--- src/rtl/plab5_mcore_net_msg_to_mem_req_queue_pkg.sv ---
// Shared widths, field-position helpers and violation-FSM encoding for the
// bank-side network-to-memory request ingress stage.
package plab5_mcore_net_msg_to_mem_req_queue_pkg;

  localparam int unsigned c_mem_type_nbits = 3;
  localparam int unsigned c_viol_cnt_nbits = 8;

  typedef enum logic {
    VIOL_OK  = 1'b0,
    VIOL_SET = 1'b1
  } viol_state_e;

  function automatic int unsigned len_nbits(input int unsigned data_nbits);
    return $clog2(data_nbits / 8);
  endfunction

  // payload_ctrl = {type, opaque, addr, len}
  function automatic int unsigned npc_nbits(input int unsigned mo,
                                            input int unsigned ma,
                                            input int unsigned md);
    return c_mem_type_nbits + mo + ma + len_nbits(md);
  endfunction

  // ctrl msg = {dest, src, net_opaque, req_domain, payload_ctrl}
  function automatic int unsigned ctrl_nbits(input int unsigned ns,
                                             input int unsigned no,
                                             input int unsigned npc);
    return 2 * ns + no + 1 + npc;
  endfunction

endpackage

--- src/rtl/plab5_mcore_req_queue2.sv ---
// Two-entry val/rdy FIFO with registered output and no enqueue-to-dequeue
// bypass; enqueue is refused while full even if a dequeue happens that cycle.
module plab5_mcore_req_queue2 #(
  parameter int unsigned p_nbits = 77
) (
  input  logic               clk,
  input  logic               reset,
  input  logic               enq_val,
  output logic               enq_rdy,
  input  logic [p_nbits-1:0] enq_msg,
  output logic               deq_val,
  input  logic               deq_rdy,
  output logic [p_nbits-1:0] deq_msg
);

  logic [p_nbits-1:0] entries [2];
  logic               wr_ptr;
  logic               rd_ptr;
  logic [1:0]         count;
  logic               enq;
  logic               deq;

  assign enq_rdy = (count != 2'd2);
  assign deq_val = (count != 2'd0);
  assign deq_msg = entries[rd_ptr];
  assign enq     = enq_val && enq_rdy;
  assign deq     = deq_val && deq_rdy;

  // NOTE: state registers use non-blocking assignments so every flop samples
  // the pre-edge value of its neighbours regardless of process order.
  always_ff @(posedge clk or posedge reset) begin
    if (reset) begin
      wr_ptr <= 1'b0;
      rd_ptr <= 1'b0;
      count  <= 2'd0;
    end else begin
      if (enq) wr_ptr <= ~wr_ptr;
      if (deq) rd_ptr <= ~rd_ptr;
      case ({enq, deq})
        2'b10:   count <= count + 2'd1;
        2'b01:   count <= count - 2'd1;
        default: count <= count;
      endcase
    end
  end

  // NOTE: payload storage is deliberately not reset; count gates its
  // visibility, so resetting it would only add reset fan-out.
  always_ff @(posedge clk) begin
    if (enq) entries[wr_ptr] <= enq_msg;
  end

endmodule

--- src/rtl/plab5_mcore_net_msg_to_mem_req_queue.sv ---
// Bank ingress: unpacks network request messages, drops untrusted accesses to
// the protected window, queues the rest. PLAB5_MCORE_NET_MEM_VIOL_CNT_EN adds viol_cnt.
module plab5_mcore_net_msg_to_mem_req_queue
  import plab5_mcore_net_msg_to_mem_req_queue_pkg::*;
#(
  parameter int unsigned p_mem_opaque_nbits  = 8,
  parameter int unsigned p_mem_addr_nbits    = 32,
  parameter int unsigned p_mem_data_nbits    = 32,
  parameter int unsigned p_net_opaque_nbits  = 4,
  parameter int unsigned p_net_srcdest_nbits = 3,
  parameter logic [p_mem_addr_nbits-1:0] p_sec_addr_lo = 'h4000,
  parameter logic [p_mem_addr_nbits-1:0] p_sec_addr_hi = 'hc000,
  localparam int unsigned c_len_nbits  = len_nbits(p_mem_data_nbits),
  localparam int unsigned c_npc_nbits  = npc_nbits(p_mem_opaque_nbits, p_mem_addr_nbits,
                                                   p_mem_data_nbits),
  localparam int unsigned c_ctrl_nbits = ctrl_nbits(p_net_srcdest_nbits, p_net_opaque_nbits,
                                                    c_npc_nbits),
  localparam int unsigned c_req_nbits  = c_npc_nbits + p_mem_data_nbits
) (
  input  logic                        clk,
  input  logic                        reset,
  input  logic                        domain,
  input  logic                        in_val,
  output logic                        in_rdy,
  input  logic [c_ctrl_nbits-1:0]     in_msg_control,
  input  logic [p_mem_data_nbits-1:0] in_msg_data,
  output logic                        out_val,
  input  logic                        out_rdy,
  output logic [c_req_nbits-1:0]      out_msg,
`ifdef PLAB5_MCORE_NET_MEM_VIOL_CNT_EN
  output logic [c_viol_cnt_nbits-1:0] viol_cnt,
`endif
  output logic                        viol,
  input  logic                        viol_clr
);

  logic [c_npc_nbits-1:0]      payload_ctrl;
  logic                        req_domain;
  logic [p_mem_addr_nbits-1:0] req_addr;
  logic                        deny;
  logic                        deny_accept;
  viol_state_e                 state;
  viol_state_e                 state_next;

  assign payload_ctrl = in_msg_control[c_npc_nbits-1:0];
  assign req_domain   = in_msg_control[c_npc_nbits];
  assign req_addr     = payload_ctrl[c_len_nbits +: p_mem_addr_nbits];

  assign deny = req_domain && (req_addr >= p_sec_addr_lo) && (req_addr < p_sec_addr_hi);

  // A denied message still uses the ready slot, so it is only accepted when
  // the queue could have taken it.
  assign deny_accept = in_val && in_rdy && deny;

  plab5_mcore_req_queue2 #(
    .p_nbits (c_req_nbits)
  ) u_queue (
    .clk     (clk),
    .reset   (reset),
    .enq_val (in_val && !deny),
    .enq_rdy (in_rdy),
    .enq_msg ({payload_ctrl, in_msg_data}),
    .deq_val (out_val),
    .deq_rdy (out_rdy),
    .deq_msg (out_msg)
  );

  always_ff @(posedge clk or posedge reset) begin
    if (reset) state <= VIOL_OK;
    else       state <= state_next;
  end

  // NOTE: the next-state default is assigned first so no path leaves
  // state_next unassigned, which would otherwise infer a latch.
  always_comb begin
    state_next = state;
    case (state)
      VIOL_OK:  if (deny_accept)              state_next = VIOL_SET;
      VIOL_SET: if (viol_clr && !deny_accept) state_next = VIOL_OK;
      default:                                state_next = VIOL_OK;
    endcase
  end

  always_comb begin
    viol = (state == VIOL_SET);
  end

`ifdef PLAB5_MCORE_NET_MEM_VIOL_CNT_EN
  // A violation arriving with a clear restarts the count at one.
  always_ff @(posedge clk or posedge reset) begin
    if (reset) begin
      viol_cnt <= '0;
    end else if (deny_accept) begin
      if (viol_clr)            viol_cnt <= c_viol_cnt_nbits'(1);
      else if (viol_cnt != '1) viol_cnt <= viol_cnt + c_viol_cnt_nbits'(1);
    end else if (viol_clr) begin
      viol_cnt <= '0;
    end
  end
`endif

  // Routing fields and the bank label carry no meaning past this stage.
  logic unused_bits;
  assign unused_bits = ^{domain, in_msg_control[c_ctrl_nbits-1:c_npc_nbits+1]};

endmodule
--- config.mk ---
export PLATFORM = sky130hd
export DESIGN_NAME = plab5_mcore_net_msg_to_mem_req_queue
export DESIGN_NICKNAME = d
export VERILOG_FILES = /design/src/rtl/plab5_mcore_net_msg_to_mem_req_queue_pkg.sv /design/src/rtl/plab5_mcore_req_queue2.sv /design/src/rtl/plab5_mcore_net_msg_to_mem_req_queue.sv
export SDC_FILE = /design/constraint.sdc
export NUM_CORES = 1
export LEC_CHECK = 0
export BUFFER_PORTS_ARGS = -buffer_cell sky130_fd_sc_hd__buf_4
export CAP_MARGIN = 20
export CORE_UTILIZATION = 30
export DETAILED_ROUTE_END_ITERATION = 10
export GPL_TIMING_DRIVEN = 1
export PLACE_DENSITY = 0.56
export SYNTH_ARGS = -nofsm -noshare
export SYNTH_HDL_FRONTEND = slang
export SYNTH_SLANG_ARGS = --single-unit
--- constraint.sdc ---
create_clock -name clk -period 4.35 [get_ports clk]
set_clock_uncertainty 0.2 [all_clocks]
set_input_delay 0.87 -clock clk [delete_from_list [all_inputs] [get_ports clk]]
set_output_delay 0.87 -clock clk [all_outputs]
set_load 0.02 [all_outputs]
* Yosys cells after proc, flatten, opt, wreduce, memory -nomap -nowiden
Memories as Yosys holds them, arrays and structs flattened. Index checks and enable logic that the tools add are counted. W data, S select, Z words.
Storage, ports and cells: bits in registers 5, latch bits 0, bits in writable memories 154, ROM bits 0, bits of input ports 94, output and inout port bits 80, logic and storage cells 33, memories 1
Memories:
- u_queue.entries | words 2, width 77, read ports 1, clocked after memory_dff 0, wr ports 1, RTL line plab5_mcore_req_queue2.sv:16 | logic [p_nbits-1:0] entries [2];
Operators by class: add/subtract/negate cells 2, $mul 0, divide/modulo/power cells 0, magnitude comparators 2, equality and inequality tests 3, shift-type cells 0, mux-type cells 6, bitwise gates (word level) 3, reduce and logical (&&, ||, !) cells 12
Operator list (number):
- $ge A32 B15 Y1 const B | 1
- $lt A32 B16 Y1 const B | 1
- $logic_and A1 B1 Y1 | 8
- $mux W1 | 4
- $pmux W2 S2 | 1
- $reduce_bool A2 Y1 | 2
- $not A1 Y1 | 3
- $add A2 B1 Y2 const B | 1
- $eq A2 B1 Y1 const B | 1
- $eq A2 B2 Y1 const B | 1
- $logic_not A1 Y1 | 2
- $ne A2 B2 Y1 const B | 1
- $pmux W1 S2 | 1
- $sub A2 B1 Y2 const B | 1

* Longest topological paths before layout
Gate-level depths: netlist of run 1.
depth in word-level cells 8, depth in mapped cells 7, gate-level depth less buffers 7

* Cells and area by module
A second synthesis of run 1 with hierarchy kept.
Unflattened totals: cell total of the unflattened synthesis 272, area, all modules 5950.7 µm²
Modules (own cells, without submodules):
- plab5_mcore_req_queue2 | instances 1, cells an instance 258, area an instance 5835.6 µm², sequential area each 4724.5 µm²
- plab5_mcore_net_msg_to_mem_req_queue | instances 1, cells an instance 14, area an instance 115.1 µm², sequential area each 25.0 µm²

* Least setup slack after synthesis of run 1
Ideal clock, no wire load.
path kind input-to-reg, start point input in_msg_control[17], end point memory u_queue.entries[0][0], enable pin, setup time 0.513 ns, arrival 4.506 ns, required time 3.637 ns, path slack -0.869 ns, stages on the path 4, path buffers 0, path through xnor2_1 -> or4_4 -> o311ai_4 -> nor2_1
On the way: cells in the longest elaborated chain, start to end 8, elaborated cells on any way between the ends 9, classes of those cells order compare: 2; mux: 2; reduce/logical: 5
Ends and longest elaborated chain:
- start, declared | RTL line plab5_mcore_net_msg_to_mem_req_queue.sv:25 | input logic [c_ctrl_nbits-1:0] in_msg_control,
- $ge A32 B15 Y1 | RTL line plab5_mcore_net_msg_to_mem_req_queue.sv:49 | assign deny = req_domain && (req_addr >= p_sec_addr_lo) && (req_addr < p_sec_addr_hi);
- $logic_and A1 B1 Y1 | RTL line plab5_mcore_net_msg_to_mem_req_queue.sv:49
- $logic_and A1 B1 Y1 * | RTL line plab5_mcore_net_msg_to_mem_req_queue.sv:49
- $logic_not A1 Y1 * | RTL line plab5_mcore_net_msg_to_mem_req_queue.sv:60 | .enq_val (in_val && !deny),
- $logic_and A1 B1 Y1 * | RTL line plab5_mcore_net_msg_to_mem_req_queue.sv:60
- $logic_and A1 B1 Y1 * | RTL line plab5_mcore_req_queue2.sv:26 | assign enq = enq_val && enq_rdy;
- $mux W1 * | RTL line plab5_mcore_req_queue2.sv:50 | if (enq) entries[wr_ptr] <= enq_msg;
- $mux W1 (not written as such) * | RTL line plab5_mcore_req_queue2.sv:50
- end, declared | RTL line plab5_mcore_req_queue2.sv:16
Every way passes the cells marked *; elsewhere a longest branch is shown, timed or not.

* Final worst setup path of run 1
start point register u_queue.rd_ptr, end point output out_msg[30]
On the way: cells in the longest elaborated chain, start to end 1
Ends and longest elaborated chain:
- start, declared | RTL line plab5_mcore_req_queue2.sv:18 | logic rd_ptr;
- start signal, assigned | RTL line plab5_mcore_req_queue2.sv:38 | if (deq) rd_ptr <= ~rd_ptr;
- $mem_v2 Z2 W77
- end, declared | RTL line plab5_mcore_net_msg_to_mem_req_queue.sv:29 | output logic [c_req_nbits-1:0] out_msg,
Every way passes these cells.

==> impl_metrics.env, run 1 <==
export IMPL_grt_antenna_before_repair=0
export IMPL_clk_path_buf_depth=2
export IMPL_synthTopCellsByArea="edfxtp_1 79%, mux2_2 15%, dfrtp_1 2.1%, xnor2_1 0.60%, o311ai_4 0.45%"
export IMPL_post_cts_setup_buffers=0
export IMPL_synthArstFlopShare=0.03145
export IMPL_placed_area_um2=7383
export IMPL_grt_util_all_layers=0.1150
export IMPL_p_per_area_nw_per_um2=692.5
export IMPL_cp_max_fo=46
export IMPL_drive_gt1_frac=0.6030
export IMPL_drt_total_wl_mm=11.14
export IMPL_crit_path_end_kind="output port"
export IMPL_fmax_mhz=321.9
export IMPL_grt_max_degree=79
export IMPL_htree_num_levels=4
export IMPL_hpwlAfterDp_mm=6.836
export IMPL_rr_startpoint="u_queue.count[0]"
export IMPL_grt_pass1_vias=3412
export IMPL_syn_nets=366
export IMPL_postCtsHoldBufs=0
export IMPL_cts_resized=0
export IMPL_drt_wirelength_per_cell_um=15.46
export IMPL_synth_cell_types=21
export IMPL_start_util=0.3094
export IMPL_grt_pass1_wl_mm=17.24
export IMPL_drv_cap=0
export IMPL_critPathArrivalTime_ps=2040
export IMPL_slew_headroom=0.6302
export IMPL_path_clk_slew_ps=60
export IMPL_io_buffers=162
export IMPL_ys_warn_count=0
export IMPL_ys_seq_area_frac=0.8125
export IMPL_die_h_um=141.6
export IMPL_drt_first_iter_violations=88
export IMPL_setup_tns_final_ps=0
export IMPL_status="completed"
export IMPL_slew_viol_final=0
export IMPL_fin_nets=543
export IMPL_synth_common_cells="154 x edfxtp_1, 77 x mux2_2, 5 x dfrtp_1"
export IMPL_path_class="flop to output port"
export IMPL_finalCritPeriodShare=0.7141
export IMPL_ant_nets=0
export IMPL_hp_class="input port to asynchronous set/reset pin"
export IMPL_ir_drop_mv=0.2701
export IMPL_hold_viol=0
export IMPL_numCtsBuffers=17
export IMPL_vias_per_cell=4.232
export IMPL_synth_area_um2=5846
export IMPL_cp_startpoint="u_queue.rd_ptr"
export IMPL_drc=0
export IMPL_synth_top_area_share=0.7911
export IMPL_first_pass_iters=4
export IMPL_nFillCells=1727
export IMPL_cts_sinks=159
export IMPL_dieArea_um2=20050
export IMPL_vias=3051
export IMPL_io_pins=174
export IMPL_gp_congestion=0.6995
export IMPL_setup_viol_count_final=0
export IMPL_synthFlopType="edfxtp_1"
export IMPL_area_growth_pct=37.35
export IMPL_cts_tree="yes"
export IMPL_die_w_um=141.6
export IMPL_grt_overflow_total=0
export IMPL_synth_area_per_cell_um2=21.57
export IMPL_p_leak_uw=0.002962
export IMPL_worst_pin_slew_ps=554.7
export IMPL_insertion_delay_ps=420
export IMPL_synth_top_cell_by_area="edfxtp_1"
export IMPL_startpoint_type="flop"
export IMPL_layout_min_cycle_time_ps=3106
export IMPL_final_area_um2=8029
export IMPL_rows=50
export IMPL_coreArea_um2=18890
export IMPL_synthCells=271
export IMPL_cp_required_ps=3280
export IMPL_rsz0062_at_grt="false"
export IMPL_ys_seq_elements=159
export IMPL_synth_edf_count=154
export IMPL_cts_root_buf="clkbuf_16"
export IMPL_yosysMostFrequentCell="edfxtp_1"
export IMPL_diodes=0
worst max-delay path: stages, from the launching register on:
cell,delay [ps]
dfrtp_4,730
buf_16,310
mux2_2,380
buf_4,160
cells by family (layout without fill, tap and decap cells):
group / after synthesis / count (layout) / synth area share
xor gates and xnor gates: 6 / 6 / 0.008990
and+or+nand+nor: 14 / 14 / 0.01349
adders and majority gates: 1 / 1 / 0.002140
DFF: 159 / 159 / 0.8125
AOI/OAI and AO/OA: 2 / 2 / 0.006208
muxes: 77 / 77 / 0.1483
buffers and inverters: 12 / 202 / 0.008346
per-layer routing:
layer  global-route usage  share of wire  vias up
li1                     -              -     1428
met1               0.1224           0.40     1510
met2               0.2004           0.52       99
met3              0.04421          0.065       14
met4              0.05433          0.016        0
met5                    0              0        -
through the flow:
| step | worst slack, ps | utilization | instances | hold slack, ps | power (uW) |
|---|---|---|---|---|---|
| global route | 1127 | 0.4250 | 721 | 155.0 | 5822 |
| finish | 1244 | 0.4250 | 721 | 155.9 | 5560 |
| detailed placement | 1074 | 0.3908 | 686 | 287.8 | 4147 |
| floorplan | -869.1 | - | 271 | 256.6 | 3394 |
| global placement | 1104 | 0.3908 | 686 | 276.1 | 4115 |
| CTS | 1005 | 0.4210 | 718 | 140.7 | 5603 |
sequential cells by signal, summed over array words and instances (netlist names):
| signal | count |
|---|---|
| u_queue.entries | 154 |
| u_queue.wr_ptr | 1 |
| viol | 1 |
| u_queue.count | 2 |
| u_queue.rd_ptr | 1 |
report_power, final:
| part | switching [uW] | internal, uW |
|---|---|---|
| registers | 141 | 2090 |
| clock network | 594 | 845 |
| logic | 1000 | 883 |
| total | 1740 | 3820 |
cells in the final DEF, fill, tap and decap left out, drive strengths merged, types with 2 or more instances in the layout:
cell type and n:
clkinv 4, dfrtp 5, inv 6, nand2 2
xnor2 4, nor2 4, bufinv 2, clkbuf 19
nor4 2, edfxtp 154, clkinvlp 4, mux2 77
xor2 2, buf 167
path summary, 6_finish.rpt:
path	depth (start not counted)	endpoint	slack, ps
worst max-delay path	3	out_msg[30]	1240
worst min-delay path	2	viol	160
worst max register to register	5	u_queue.entries[1][24]	2080
worst min register to register	1	viol	300
max in group asynchronous	2	u_queue.rd_ptr	3600
min in group clk	1	viol	300
final cells by class:
cell class	count	area, um2	share of cell area
Clock buffer	19	432.9	0.05392
Clock inverter	13	137.6	0.01714
Inverter	3	11.26	0.001403
Multi-Input combinational cell	100	1062	0.1323
Sequential cell	159	4753	0.5920
Tap cell	260	325.3	0.04052
Timing Repair Buffer	167	1306	0.1627
(Power assumes the default switching activity.)
==> run 2: changes to the inputs <==
--- a/config.mk
+++ b/config.mk
@@ -5,12 +5,13 @@
 export SDC_FILE = /design/constraint.sdc
 export NUM_CORES = 1
 export LEC_CHECK = 0
+export ABC_AREA = 1
 export BUFFER_PORTS_ARGS = -buffer_cell sky130_fd_sc_hd__buf_4
 export CAP_MARGIN = 20
 export CORE_UTILIZATION = 30
 export DETAILED_ROUTE_END_ITERATION = 10
 export GPL_TIMING_DRIVEN = 1
-export PLACE_DENSITY = 0.56
+export PLACE_DENSITY = 0.54
 export SYNTH_ARGS = -nofsm -noshare
 export SYNTH_HDL_FRONTEND = slang
 export SYNTH_SLANG_ARGS = --single-unit
==> constraint.sdc (replaced) <==
create_clock -name clk -period 3.1 [get_ports clk]
set_clock_uncertainty 0.2 [all_clocks]
set_input_delay 0.62 -clock clk [delete_from_list [all_inputs] [get_ports clk]]
set_output_delay 0.62 -clock clk [all_outputs]
set_load 0.02 [all_outputs]
==> impl_metrics.env, run 2 <==
export IMPL_p_per_area_nw_per_um2=989.8
export IMPL_cp_required_ps=2280
export IMPL_hpwlAfterDp_mm=7.697
export IMPL_startpoint_type="flop"
export IMPL_diodes=0
export IMPL_cp_max_fo=44
export IMPL_holdPathStages=1
export IMPL_rr_startpoint="u_queue.count[0]"
export IMPL_numCtsBuffers=17
export IMPL_vias_per_cell=4.185
export IMPL_grt_overflow_total=0
export IMPL_synthCells=292
export IMPL_grt_antenna_before_repair=0
export IMPL_gp_congestion=0.6653
export IMPL_critPathArrivalTime_ps=1980
export IMPL_worst_pin_slew_ps=604.7
export IMPL_drv_cap=0
export IMPL_ys_warn_count=0
export IMPL_grt_pass1_vias=3434
export IMPL_placed_area_um2=7599
export IMPL_synthArstFlopShare=0.03145
export IMPL_rows=51
export IMPL_drt_total_wl_mm=11.60
export IMPL_ys_seq_area_frac=0.7955
export IMPL_yosysMostFrequentCell="edfxtp_1"
export IMPL_setup_viol_count_final=0
export IMPL_ant_nets=0
export IMPL_area_growth_pct=38.18
export IMPL_ys_seq_elements=159
export IMPL_grt_util_all_layers=0.1175
export IMPL_multi_input_area_um2=1110
export IMPL_cts_resized=0
export IMPL_hp_class="input port to flop"
export IMPL_first_pass_iters=4
export IMPL_die_h_um=143.1
export IMPL_final_cell_mix="164 x buf_4, 154 x edfxtp_1, 57 x mux2_2, 20 x mux2_4, 17 x clkbuf_16"
export IMPL_rsz0062_at_grt="false"
export IMPL_drt_wirelength_per_cell_um=15.47
export IMPL_dp_cells=718
export IMPL_io_pins=174
export IMPL_cts_sinks=159
export IMPL_largest_reg_flops=154
export IMPL_drive_gt1_frac=0.5773
export IMPL_grt_max_degree=45
export IMPL_p_leak_uw=0.003158
export IMPL_muxShareOfSynthArea=0.1578
export IMPL_post_cts_setup_buffers=0
export IMPL_synthAdderAreaFrac=0.002096
export IMPL_coreArea_um2=19460
export IMPL_synth_top_family_by_area="multiplexers"
export IMPL_postCtsHoldBufs=1
export IMPL_io_buffers=162
export IMPL_drt_first_iter_violations=115
export IMPL_synth_common_cells="154 x edfxtp_1, 57 x mux2_2, 20 x mux2_4"
export IMPL_ir_drop_mv=0.3696
export IMPL_hold_viol=0
export IMPL_nFillCells=1749
export IMPL_synth_compound_area_frac=0.002724
export IMPL_htree_num_levels=4
export IMPL_syn_nets=387
export IMPL_final_common_cell="buf_4"
export IMPL_holdPathEnd="u_queue.entries[1][72]"
export IMPL_vias=3139
export IMPL_path_clk_slew_ps=60
export IMPL_synthTopCellsByArea="edfxtp_1 77%, mux2_2 11%, mux2_4 5.0%, dfrtp_1 2.1%, inv_1 0.82%"
export IMPL_grt_pass1_wl_mm=17.51
export IMPL_synth_top_cell_by_area="edfxtp_1"
export IMPL_cts_tree="yes"
export IMPL_fin_cells=750
export IMPL_reg2reg_depth=7
export IMPL_start_util=0.3068
export IMPL_layout_min_cycle_time_ps=2797
export IMPL_cts_root_buf="clkbuf_16"
export IMPL_seqCellArea_um2=4753
export IMPL_r2r_end="u_queue.entries[1][44]"
export IMPL_synth_area_per_cell_um2=20.45
export IMPL_dieArea_um2=20470
export IMPL_post_synth_xor_area_fraction=0.004401
export IMPL_status="completed"
export IMPL_fmax_mhz=357.5
export IMPL_min_from="in_msg_control[40]"
export IMPL_synthFlopType="edfxtp_1"
export IMPL_synth_cell_types=16
export IMPL_synthSimpleGateAreaFrac=0.01760
export IMPL_r2r_slack_ps=960
export IMPL_insertion_delay_ps=410
export IMPL_crit_path_end_kind="output port"
export IMPL_die_w_um=143.1
export IMPL_synth_edf_count=154
export IMPL_final_area_um2=8250
export IMPL_setup_tns_final_ps=0
export IMPL_drc=0
export IMPL_synth_area_um2=5971
export IMPL_finalCritPeriodShare=0.9024
export IMPL_clk_path_buf_depth=2
export IMPL_reg_top3="u_queue.entries: 154 flops, u_queue.count: 2 flops"
export IMPL_regMostFlops="u_queue.entries"
export IMPL_slew_viol_final=0
export IMPL_path_class="flop to output port"
export IMPL_synth_top_area_share=0.7745
export IMPL_slew_headroom=0.5959
export IMPL_fin_nets=568
==> run 2: changes by cell type in the layout (fill, tap and decap cells not counted), sizes merged, moves of 2 or more <==
cell / change
bufinv: +3
inv: +8
xnor2: -2
buf: +3
nor4: -2
nand3: +3
nor2: +7
nand2: +11
==> run 2: worst max-delay path, stage by stage, from the launching register on <==
cell     delay (ps)
dfrtp_4         630
buf_12          310
mux2_2          380
buf_4           160
==> run 2: metrics by stage <==
step / util / hold slack, ps / total power (uW) / setup slack [ps]
final: 0.4239 / 187.9 / 8166 / 302.5
after global routing: 0.4239 / 161.1 / 8535 / 215.3
after detailed placement: 0.3904 / 259.0 / 6012 / 490.1
after CTS: 0.4239 / 163.1 / 8304 / 253.9
after global placement: 0.3904 / 254.6 / 5957 / 538.8
after floorplan: - / 198.5 / 4846 / 298.5
==> run 2: cell families (layout without fill, tap and decap cells) <==
family,count (synthesis),count (layout)
DFF,159,159
buffers and inverters,22,215
xor gates and xnor gates,3,3
AOI/OAI and AO/OA,3,3
muxes,77,77
and+or+nand+nor,27,27
adders and majority gates,1,1
==> run 2: routing by layer <==
metal	GRT usage	share of wire	routed length (um)
met1	0.1286	0.41	4724
met3	0.04192	0.070	811
met4	0.05263	0.016	184
met5	0	0	0
met2	0.2039	0.51	5881
==> run 2: worst max path at each step <==
stage | startpoint | endpoint
finish | u_queue.rd_ptr | out_msg[6]
global route | u_queue.rd_ptr | out_msg[34]
CTS | u_queue.rd_ptr | out_msg[70]
detailed placement | in_msg_control[19] | u_queue.entries[0][11]
global placement | in_msg_control[19] | u_queue.entries[0][9]
floorplan | in_msg_control[23] | u_queue.entries[0][0]
==> run 2: final cells by class <==
| cell class | count | share of cell area |
|---|---|---|
| clock buffers | 18 | 0.05202 |
| clock inverters | 13 | 0.02578 |
| repair buffers | 171 | 0.1650 |
| flip-flops and latches | 159 | 0.5761 |
| well taps | 265 | 0.04019 |
| multi-input cells | 111 | 0.1345 |
| inverters | 13 | 0.006369 |
==> run 2: report_power, final <==
group	switching (uW)	total, uW	internal (uW)	leakage (uW)
sequential	162	3090	2920	0.00149
clock	836	2270	1430	0.000303
combinational	1490	2810	1330	0.00137
total	2480	8170	5680	0.00316
==> run 3: changes to the inputs <==
--- a/config.mk
+++ b/config.mk
@@ -8,6 +8,7 @@
 export ABC_AREA = 1
 export BUFFER_PORTS_ARGS = -buffer_cell sky130_fd_sc_hd__buf_4
 export CAP_MARGIN = 20
+export CORE_MARGIN = 2
 export CORE_UTILIZATION = 30
 export DETAILED_ROUTE_END_ITERATION = 10
 export GPL_TIMING_DRIVEN = 1
==> constraint.sdc (replaced) <==
create_clock -name clk -period 3.2 [get_ports clk]
set_clock_uncertainty 0.2 [all_clocks]
set_input_delay 0.64 -clock clk [delete_from_list [all_inputs] [get_ports clk]]
set_output_delay 0.64 -clock clk [all_outputs]
set_load 0.02 [all_outputs]
==> impl_metrics.env, run 3 (synthesis gave the netlist of run 2 again) <==
export IMPL_dp_cells=717
export IMPL_coreArea_um2=19530
export IMPL_drt_total_wl_mm=11.54
export IMPL_holdPathEnd="u_queue.entries[0][46]"
export IMPL_setup_tns_final_ps=0
export IMPL_holdPathStages=1
export IMPL_die_h_um=145.1
export IMPL_first_pass_iters=5
export IMPL_rsz0062_at_grt="false"
export IMPL_place_ws_ps=662.4
export IMPL_fin_cells=749
export IMPL_htree_num_levels=4
export IMPL_drt_wirelength_per_cell_um=15.41
export IMPL_hold_viol=0
export IMPL_insertion_delay_ps=410
export IMPL_finish_utilization=0.4161
export IMPL_ant_nets=0
export IMPL_drc=0
export IMPL_worst_pin_slew_ps=495.3
export IMPL_area_growth_pct=36.09
export IMPL_dieArea_um2=21050
export IMPL_reg_top3="u_queue.entries: 154 flops, u_queue.count: 2 flops"
export IMPL_cts_resized=0
export IMPL_p_leak_uw=0.003115
export IMPL_cts_root_buf="clkbuf_16"
export IMPL_die_w_um=145.1
export IMPL_io_pins=174
export IMPL_largest_reg_flops=154
export IMPL_r2r_end="u_queue.entries[1][5]"
export IMPL_r2r_slack_ps=1220
export IMPL_diodes=0
export IMPL_slew_viol_final=0
export IMPL_grt_pass1_wl_mm=18.23
export IMPL_final_common_cell="buf_4"
export IMPL_final_cell_mix="165 x buf_4, 154 x edfxtp_1, 57 x mux2_2, 20 x mux2_4, 17 x clkbuf_16"
export IMPL_vias_per_cell=4.128
export IMPL_cts_sinks=159
export IMPL_start_util=0.3058
export IMPL_layout_min_cycle_time_ps=2863
export IMPL_min_from="in_msg_control[14]"
export IMPL_crit_path_end_kind="output port"
export IMPL_gp_congestion=0.6689
export IMPL_reg2reg_depth=7
export IMPL_regMostFlops="u_queue.entries"
export IMPL_drv_cap=0
export IMPL_rr_startpoint="u_queue.count[0]"
export IMPL_cp_max_fo=25
export IMPL_drt_first_iter_violations=112
export IMPL_hpwlAfterDp_mm=7.607
export IMPL_fmax_mhz=349.3
export IMPL_path_clk_slew_ps=60
export IMPL_clk_path_buf_depth=2
export IMPL_path_class="flop to output port"
export IMPL_grt_antenna_before_repair=0
export IMPL_cts_tree="yes"
export IMPL_vias=3092
export IMPL_startpoint_type="flop"
export IMPL_drive_gt1_frac=0.5682
export IMPL_hp_class="input port to flop"
export IMPL_io_buffers=162
export IMPL_grt_overflow_total=0
export IMPL_grt_pass1_vias=3459
export IMPL_grt_util_all_layers=0.1122
export IMPL_worst_slack_ps=337.3
export IMPL_cp_required_ps=2360
export IMPL_finalCritPeriodShare=0.8946
export IMPL_setup_viol_count_final=0
export IMPL_rows=51
export IMPL_p_per_area_nw_per_um2=933.0
export IMPL_grt_max_degree=44
export IMPL_critPathArrivalTime_ps=2020
export IMPL_slew_headroom=0.6698
export IMPL_status="completed"
export IMPL_ir_drop_mv=0.4089
export IMPL_numCtsBuffers=17
export IMPL_fin_nets=567
## run 3: power breakdown
group	switching [uW]	internal, uW
sequential	179	2830
clock	765	1140
combinational	1410	1260
total	2350	5230
## run 3: how the worst max path moves through the flow
stage,slack [ps],to,start,depth (start not counted)
CTS,250,out_msg[69],u_queue.rd_ptr,3
global placement,680,u_queue.entries[0][20],in_msg_control[21],8
detailed placement,660,u_queue.entries[0][1],in_msg_control[21],8
global route,220,out_msg[69],u_queue.rd_ptr,3
finish,340,out_msg[69],u_queue.rd_ptr,3
floorplan,70,u_queue.entries[0][0],in_msg_control[16],7
## run 3: layout make-up
class / count / area (um2)
Clock buffer: 19 / 432.9
Multi-Input combinational cell: 111 / 1110
Fill cell: 1808 / 11400
Tap cell: 265 / 331.6
Inverter: 13 / 50.05
Sequential cell: 159 / 4753
Clock inverter: 12 / 118.9
Timing Repair Buffer: 170 / 1329
## run 3: worst max-delay path: stages (launching register included)
cell and delay [ps]:
dfrtp_4 720, buf_4 360, mux2_2 370, buf_4 160
## run 3: what timing repair did
item / in CTS / in global routing
hold buffers: 1 / 0
hold endpoints to repair: 5 / 0
buffers inserted: 0 / 0
## run 3: through the flow
step / instance area, um2 / total power (uW) / hold WS, ps
after floorplan: 5978 / 4698 / 218.5
after global placement: 7564 / 5758 / 254.0
after detailed placement: 7564 / 5788 / 268.3
after CTS: 8125 / 7730 / 187.7
after global routing: 8125 / 7955 / 187.3
final: 8125 / 7581 / 213.6
## run 3: layer usage
layer  vias to the layer above  GRT usage  part of all wire
met1                      1515     0.1248              0.41
met4                         0    0.03824            0.0093
met5                         -          0                 0
met2                        95     0.1943              0.51
li1                       1474          -                 -
met3                         8    0.04654             0.070
